--- src/rtl/tile_result_collector.sv ---
// rtl/tile_result_collector.sv - collects PE-array result tiles into MAC vectors or row streams
module tile_result_collector #(
  parameter int TILE_SIZE  = 4,
  parameter int DATA_WIDTH = 16,
  parameter int ACC_WIDTH  = 32,
  parameter int KT_W       = 8
) (
  input  logic                                    clk,
  input  logic                                    rst_n,
  input  logic [2:0]                              mode,
  input  logic [KT_W-1:0]                         k_tiles,
  input  logic                                    in_valid,
  output logic                                    in_ready,
  input  logic [TILE_SIZE*TILE_SIZE*DATA_WIDTH-1:0] in_tile,
  output logic                                    out_valid,
  input  logic                                    out_ready,
  output logic [TILE_SIZE*ACC_WIDTH-1:0]          out_data,
  output logic [$clog2(TILE_SIZE)-1:0]            out_row_idx,
  output logic                                    out_is_vec,
  output logic                                    err
);
  localparam int RW = $clog2(TILE_SIZE);
  localparam int TW = TILE_SIZE * TILE_SIZE * DATA_WIDTH;
  localparam int VW = TILE_SIZE * ACC_WIDTH;
  localparam logic [2:0] MODE_MAC = 3'b000;
  localparam logic [2:0] MODE_BAD = 3'b111;

  typedef enum logic [1:0] {IDLE = 2'd0, ACCUM = 2'd1, EMIT = 2'd2} state_t;

  state_t          state_q, state_d;
  logic [2:0]      mode_q;
  logic [KT_W-1:0] ktgt_q, kcnt_q, k_eff;
  logic [VW-1:0]   acc_q, rowsum_v, accsum_v;
  logic [TW-1:0]   buf_q;
  logic [RW-1:0]   row_q;
  logic            accept, out_fire, last_row, mac_done, emit_done;

  logic            out_valid_d, out_is_vec_d, err_d;
  logic [VW-1:0]   out_data_d;
  logic [RW-1:0]   out_row_idx_d;

  function automatic logic [ACC_WIDTH-1:0] sext(input logic [DATA_WIDTH-1:0] d);
    return {{(ACC_WIDTH-DATA_WIDTH){d[DATA_WIDTH-1]}}, d};
  endfunction

  function automatic logic [ACC_WIDTH-1:0] row_sum(input logic [TW-1:0] t, input int r);
    logic [ACC_WIDTH-1:0] s;
    s = '0;
    for (int j = 0; j < TILE_SIZE; j++)
      s = s + sext(t[(r*TILE_SIZE+j)*DATA_WIDTH +: DATA_WIDTH]);
    return s;
  endfunction

  function automatic logic [VW-1:0] tile_row(input logic [TW-1:0] t, input logic [RW-1:0] r);
    logic [VW-1:0] v;
    v = '0;
    for (int j = 0; j < TILE_SIZE; j++)
      v[j*ACC_WIDTH +: ACC_WIDTH] = sext(t[(int'(r)*TILE_SIZE+j)*DATA_WIDTH +: DATA_WIDTH]);
    return v;
  endfunction

  // Row sums wrap at ACC_WIDTH; the accumulate path reuses them for every K-tile.
  always_comb begin
    rowsum_v = '0;
    accsum_v = '0;
    for (int i = 0; i < TILE_SIZE; i++) begin
      rowsum_v[i*ACC_WIDTH +: ACC_WIDTH] = row_sum(in_tile, i);
      accsum_v[i*ACC_WIDTH +: ACC_WIDTH] = acc_q[i*ACC_WIDTH +: ACC_WIDTH] + row_sum(in_tile, i);
    end
  end

  assign in_ready  = (state_q != EMIT);
  assign accept    = in_valid && in_ready;
  assign out_fire  = out_valid && out_ready;
  assign k_eff     = (k_tiles == '0) ? KT_W'(1) : k_tiles;
  assign last_row  = (row_q == RW'(TILE_SIZE-1));
  assign mac_done  = ((kcnt_q + KT_W'(1)) == ktgt_q);
  assign emit_done = (mode_q == MODE_MAC) || last_row;

  always_ff @(posedge clk) begin
    if (!rst_n) begin
      state_q     <= IDLE;
      out_valid   <= 1'b0;
      out_data    <= '0;
      out_row_idx <= '0;
      out_is_vec  <= 1'b0;
      err         <= 1'b0;
    end else begin
      state_q     <= state_d;
      out_valid   <= out_valid_d;
      out_data    <= out_data_d;
      out_row_idx <= out_row_idx_d;
      out_is_vec  <= out_is_vec_d;
      err         <= err_d;
    end
  end

  always_comb begin
    state_d = state_q;
    case (state_q)
      IDLE: begin
        if (accept) begin
          if (mode == MODE_MAC)
            state_d = (k_eff == KT_W'(1)) ? EMIT : ACCUM;
          else if (mode != MODE_BAD)
            state_d = EMIT;
        end
      end
      ACCUM: if (accept && mac_done) state_d = EMIT;
      EMIT:  if (out_fire && emit_done) state_d = IDLE;
      default: state_d = IDLE;
    endcase
  end

  // Next values for the registered outputs; the first beat is loaded on the accepting edge.
  always_comb begin
    out_valid_d   = out_valid;
    out_data_d    = out_data;
    out_row_idx_d = out_row_idx;
    out_is_vec_d  = out_is_vec;
    err_d         = 1'b0;
    case (state_q)
      IDLE: begin
        if (accept) begin
          if (mode == MODE_BAD) begin
            err_d = 1'b1;
          end else if (mode != MODE_MAC) begin
            out_valid_d   = 1'b1;
            out_data_d    = tile_row(in_tile, '0);
            out_row_idx_d = '0;
            out_is_vec_d  = 1'b0;
          end else if (k_eff == KT_W'(1)) begin
            out_valid_d   = 1'b1;
            out_data_d    = rowsum_v;
            out_row_idx_d = '0;
            out_is_vec_d  = 1'b1;
          end
        end
      end
      ACCUM: begin
        if (accept && mac_done) begin
          out_valid_d   = 1'b1;
          out_data_d    = accsum_v;
          out_row_idx_d = '0;
          out_is_vec_d  = 1'b1;
        end
      end
      EMIT: begin
        if (out_fire) begin
          if (emit_done) begin
            out_valid_d = 1'b0;
          end else begin
            out_data_d    = tile_row(buf_q, row_q + RW'(1));
            out_row_idx_d = row_q + RW'(1);
          end
        end
      end
      default: ;
    endcase
  end

  always_ff @(posedge clk) begin
    if (!rst_n) begin
      mode_q <= '0;
      ktgt_q <= '0;
      kcnt_q <= '0;
      acc_q  <= '0;
      buf_q  <= '0;
      row_q  <= '0;
    end else begin
      case (state_q)
        IDLE: begin
          if (accept) begin
            mode_q <= mode;
            ktgt_q <= k_eff;
            if (mode == MODE_MAC) begin
              acc_q  <= rowsum_v;
              kcnt_q <= KT_W'(1);
            end else if (mode != MODE_BAD) begin
              buf_q <= in_tile;
              row_q <= '0;
            end
          end
        end
        ACCUM: begin
          if (accept) begin
            acc_q  <= accsum_v;
            kcnt_q <= kcnt_q + KT_W'(1);
          end
        end
        EMIT: if (out_fire && !emit_done) row_q <= row_q + RW'(1);
        default: ;
      endcase
    end
  end

endmodule

--- config.mk ---
export PLATFORM = sky130hd
export DESIGN_NAME = tile_result_collector
export DESIGN_NICKNAME = d
export VERILOG_FILES = /design/src/rtl/tile_result_collector.sv
export SDC_FILE = /design/constraint.sdc
export NUM_CORES = 2
export LEC_CHECK = 0
export CELL_PAD_IN_SITES_DETAIL_PLACEMENT = 1
export CELL_PAD_IN_SITES_GLOBAL_PLACEMENT = 2
export CORE_MARGIN = 3
export CORE_UTILIZATION = 30
export CTS_BUF_LIST = sky130_fd_sc_hd__clkbuf_8 sky130_fd_sc_hd__clkbuf_16
export DETAILED_ROUTE_END_ITERATION = 7
export PLACE_DENSITY = 0.76
export REMOVE_ABC_BUFFERS = 1
export SYNTH_ARGS = -nofsm -noshare
export SYNTH_HDL_FRONTEND = slang
export SYNTH_SLANG_ARGS = --single-unit
--- constraint.sdc ---
create_clock -name clk -period 17 [get_ports clk]
set_input_delay 3.4 -clock clk [delete_from_list [all_inputs] [get_ports clk]]
set_output_delay 3.4 -clock clk [all_outputs]
set_load 0.005 [all_outputs]
=== Yosys cells after proc, flatten, opt, wreduce, memory -nomap -nowiden ===
Index checks and enable logic that the tools add are counted.

* Bitwise logic cells: 1
* Add/subtract/negate cells: 21
* Reduce and logical (&&, ||, !) cells: 24
* Eq/ne operators: 22
* Multiplexer cells: 50
* Shift-type cells: 4

{| class="wikitable"
|+ Operator list
! kind !! number
|-
| 2-to-1 mux 128 bit || 10
|-
| variable part select 256 x 10 -> 16 bit || 3
|-
| one-hot mux 128 bit (3 select lines) || 1
|-
| one-hot mux 128 bit (2 select lines) || 1
|-
| variable part select 256 x 9 -> 16 bit || 1
|-
| adder 32 bit || 4
|-
| adder 18 x 16 -> 19 bit || 4
|-
| adder 17 x 16 -> 18 bit || 4
|-
| adder 16 x 16 -> 17 bit || 4
|-
| 2-to-1 mux 2 bit || 17
|-
| 2-to-1 mux 8 bit || 4
|-
| != test 2 bit, second input constant || 13
|-
| one-hot mux 8 bit (2 select lines) || 1
|-
| AND reduction 7 bit || 2
|-
| one-hot mux 2 bit (3 select lines) || 2
|-
| AND reduction 4 bit || 3
|-
| 2-to-1 mux 1 bit || 11
|-
| adder 4 x 2 -> 5 bit, second input constant || 2
|-
| AND reduction 5 bit || 2
|-
| != test 3 bit, second input constant || 3
|-
| adder 8 x 1 -> 8 bit, second input constant || 1
|-
| == test 8 x 1 -> 1 bit, second input constant || 1
|-
| == test 8 bit || 1
|-
| zero test 8 bit || 1
|-
| 18 further kinds || 26
|}

* Logic and storage cells: 134
* Flip-flop bits (word level): 540
* Bits of input ports: 271
* Output and inout port bits: 134

=== Depth between registers and ports, before layout ===
* Depth in word-level cells: 8
* Depth in mapped cells: 27
* Depth with buffers taken out: 27

=== Worst setup path after synthesis ===
OpenSTA, ideal clock, no wires.

* Path type: input-to-reg
* Start: input in_tile[2]
* End: register out_data[31]
* Library setup time: 120 ps
* Slack: 8034 ps
* Required time: 16880 ps
* Stages: 25
* Arrival time: 8847 ps
* Path buffers: 0
* Cells stage by stage: inv_1 fa_1 fa_1 inv_1 ha_1 a211oi_2 o211ai_2 a2111oi_4 nor3_1 a311o_1 a21o_1 a21o_1 a21oi_1 xnor2_1 inv_1 ha_1 a21oi_1 and3_1 o211a_1 nor4_1 or3_1 a221oi_1 xnor2_1 a21oi_1 nor3_1

* Cells in the longest elaborated chain, start to end: 8
* Elaborated cells between the ends (all ways): 10
* Those cells by class: 4 x add/sub; 6 x mux

{| class="wikitable"
|+ Ends and longest elaborated chain
! what !! line !! text
|-
| from (decl) || 14 || <nowiki>input logic [TILE_SIZE*TILE_SIZE*DATA_WIDTH-1:0] in_tile,</nowiki>
|-
| adder 16 x 16 -> 17 bit * || 50 || <nowiki>s = s + sext(t[(r*TILE_SIZE+j)*DATA_WIDTH +: DATA_WIDTH]);</nowiki>
|-
| adder 17 x 16 -> 18 bit * || 50 ||
|-
| adder 18 x 16 -> 19 bit * || 50 ||
|-
| parallel branches: the longest is 4 deep, another holds adder 32 bit || -- ||
|-
| one-hot mux 128 bit (3 select lines) * || 122 || <nowiki>case (state_q)</nowiki>
|-
| to (signal assigned) || 91 || <nowiki>out_data <= out_data_d;</nowiki>
|-
| to (decl) || 17 || <nowiki>output logic [TILE_SIZE*ACC_WIDTH-1:0] out_data,</nowiki>
|}

Every way passes the cells marked *. The select of a mux whose other input is x is not followed.
A chain may end at the register's enable or synchronous reset.

=== Worst setup path after layout ===
* Start: input in_tile[130]
* End: register acc_q[91]

* Cells in the longest elaborated chain, start to end: 6
* Elaborated cells between the ends (all ways): 8
* Those cells by class: 4 x add/sub; 4 x mux

{| class="wikitable"
|+ Ends and longest elaborated chain
! what !! line !! text
|-
| adder 16 x 16 -> 17 bit * || 50 ||
|-
| adder 17 x 16 -> 18 bit * || 50 ||
|-
| adder 18 x 16 -> 19 bit * || 50 ||
|-
| adder 32 bit / 2-to-1 mux 128 bit (equally long branches) || 68, 176 ||
|-
| 2-to-1 mux 128 bit, on equally long branches || 186, 173 ||
|-
| one-hot mux 128 bit (2 select lines) * || 171 || <nowiki>case (state_q)</nowiki>
|-
| to (signal assigned) || 177 || <nowiki>acc_q <= rowsum_v;</nowiki>
|-
| to (signal assigned) || 187 || <nowiki>acc_q <= accsum_v;</nowiki>
|-
| to (decl) || 33 || <nowiki>logic [VW-1:0] acc_q, rowsum_v, accsum_v;</nowiki>
|}

Every way passes the cells marked *; elsewhere a longest branch is shown, timed or not. The select of a mux whose other input is x is not followed.

==> flow_summary.toml <==
[setup_path]
cp.required_ns = 17.54
cpPeakStageDelay_ns = 0.87
startpoint_type = "input port"
worst_setup_path_end_kind = "flip-flop"
worst-path-buf-inv = 4
reg2reg_depth = 10
cp_max_fo = 5
critPathArrivalTime_ns = 11.15
path_delay_family = "compound AO/OA/AOI/OAI gates"
cp_slowest_cell = "a2111oi_2"
crit_type = "input port to flip-flop"
path_depth = 25

[global_routing]
antenna_found_initial = 10
grt_pass1_vias = 35540
grt_pass1_wl_um = 230300
grt_use_total_pct = 23.76
gr-total-overflow = 0
grt_max_degree = 94

[clock_tree]
ctsHoldBuffers = 0
clk_latency_ns = 0.67
cts_resized = 0
post_cts_buffers = 0
clockBufferDepth = 3
clock-sinks = 540
htreeDepth = 3
cts_tree = "built"
clk_pin_slew_worst_paths_ns = 0.06
numCtsBuffers = 74
cts_root_buf = "clkbuf_16"

[sta]
slew_violations = 0
finalSetupViolations = 0
finalCritPeriodShare_pct = 62.40
fin_crit_ns = 10.61
finalHoldViolations = 0
holdWs_ns = 0.4512
timing.fmax_mhz = 94.27
setup_slack_ns = 6.393
rsz0062_at_grt = "false"
worst_slew_pin_slew_ns = 1.134
tns_ns = 0
final.setup_skew_ns = 0.03220
slew_headroom_pct = 24.41

[die]
row_count = 127
dieArea_mm2 = 0.1260
core_mm2 = 0.1204
io_pins = 405
die_y_um = 355.0
start_util_pct = 30.34
die_w_um = 355.0

[worst_hold_path]
min_path_type = "flip-flop to flip-flop"
worstHoldPathCells = 2

[status]
status = "complete, no violations"

[cells_and_area]
final_cells = 6600
drive_gt1_share_pct = 6.081
syn_to_final_growth_pct = 21.84
fin_util_pct = 36.97
final_nets = 5555
final_cell_area_mm2 = 0.04453

[detailed_routing]
wl_um = 153300
dr.pass1.iters = 6
dr_total_vias = 34740
drt_iter0_markers = 2190
ant_nets = 0
remaining_drc_errors = 0
routed_via_density = 5.264
routedWlPerCell_um = 23.23

[logic_synthesis]
synth-seq-cells = 540
synth_warnings = 0
synthCells = 4667
synthArstFlopShare_pct = 0
synth_ff_type = "dfxtp_1"
synth_cell_types = 84
synth-edff-count = 0
ys_seq_area_share_pct = 29.58
syn-cell-area_mm2 = 0.03655
syn_area_per_cell_um2 = 7.831

[power]
p_leak_nw = 18.53
powerDensity_mw_per_mm2 = 162.2
ir_drop_mv = 0.1186
fin_total_pwr_mw = 7.221

[place]
hpwl_um = 114000
port_buffers = 404
place_inst = 6467
place_ws_ns = 5.778
placed_area_mm2 = 0.04209
gp_congestion = 0.8548

[flow_run]
cap_viol_max_count = 0
[flip-flops by register name, summed over array words and instances (netlist names)]
name,cells
acc_q,128
buf_q,256
err,1
kcnt_q,8
ktgt_q,8
mode_q,3
out_data,128
out_is_vec,1
out_row_idx,2
out_valid,1
row_q,2
state_q,2
[tightest hold or removal path: cells and delay by family, from the launching register on]
| kind | cells | cell delay (ns) |
|---|---|---|
| AO/OA/AOI/OAI | 1 | 0.05 |
| flip-flops | 1 | 0.30 |
| AND/OR/NAND/NOR | 1 | 0.05 |
[layout make-up]
class / count / area, um^2
fill: 14530 / 75920
antenna: 5 / 12.51
clock inverter: 43 / 414.1
inverter: 458 / 1729
tap: 1612 / 2017
clock buffer: 85 / 2014
timing repair buffer: 450 / 4387
sequential: 540 / 10810
multi-input combinational: 3407 / 23140
[placed cells by master (no fill, tap or decap), types with 100 or more instances in the layout]
master           synthesis  layout
a21oi_1                641     641
nor2_1                 260     257
ha_1                   217     213
inv_1                  456     465
nand2_1                832     832
o21ai_0                269     269
xnor2_1                100     100
fa_1                   136     136
clkdlybuf4s50_1          0     403
dfxtp_1                540     539
[layer usage]
layer,global-route usage [%],vias to the layer above,routed length [um]
met3,3.547,149,6936
met4,6.057,6,3383
li1,-,16610,-
met1,32.76,17270,72270
met5,0,-,48
met2,38.84,709,70670
[worst paths after layout]
check	to	slack (ns)	startpoint
min	buf_q[29]$_SDFFE_PN0P_	0.45	buf_q[29]$_SDFFE_PN0P_
min reg2reg	buf_q[29]$_SDFFE_PN0P_	0.45	buf_q[29]$_SDFFE_PN0P_
max reg2reg	buf_q[215]$_SDFFE_PN0P_	12.38	state_q[0]$_SDFFE_PN0P_
max	acc_q[91]$_SDFFE_PN0P_	6.39	in_tile[130]
[logic make-up after synthesis]
family | after synthesis | share of synthesized area (%)
AO/OA/AOI/OAI | 1425 | 23.89
XOR/XNOR | 152 | 3.643
adder cells (fa/ha/maj) | 353 | 14.88
buffers and inverters | 720 | 7.412
flip-flops | 540 | 29.58
multiplexers | 82 | 4.454
AND/OR/NAND/NOR | 1395 | 16.14
[synthesized netlist by cell type, types with 12 or more instances]
cell type / n / area (um^2)
a211o_1: 12 / 105.1
a211oi_1: 65 / 488.0
a21o_1: 92 / 690.7
a21oi_1: 641 / 3208
a311oi_1: 38 / 332.8
a31oi_1: 43 / 269.0
and3_1: 24 / 150.1
buf_1: 31 / 116.4
clkbuf_1: 228 / 855.8
dfxtp_1: 540 / 10810
fa_1: 136 / 2723
ha_1: 217 / 2715
inv_1: 456 / 1712
mux2i_1: 13 / 130.1
mux4_2: 64 / 1441
nand2_1: 832 / 3123
nand2b_1: 30 / 187.7
nand3_1: 68 / 340.3
nand4_1: 25 / 156.4
nor2_1: 260 / 975.9
nor2b_1: 28 / 175.2
nor3_1: 52 / 260.3
o211ai_1: 49 / 367.9
o21a_1: 52 / 390.4
o21ai_0: 269 / 1346
o21bai_1: 12 / 90.09
o221a_2: 28 / 315.3
or3_1: 22 / 137.6
xnor2_1: 100 / 875.8
xor2_1: 52 / 455.4
[power breakdown]
group	total, mW	internal (mW)	switching [mW]	leakage (nW)
clock network	1.60	0.939	0.661	1.23
registers	1.74	1.54	0.194	4.41
logic	3.88	1.47	2.42	12.9
total	7.22	3.95	3.27	18.5
Note: power is estimated with default switching activity, not from simulation.
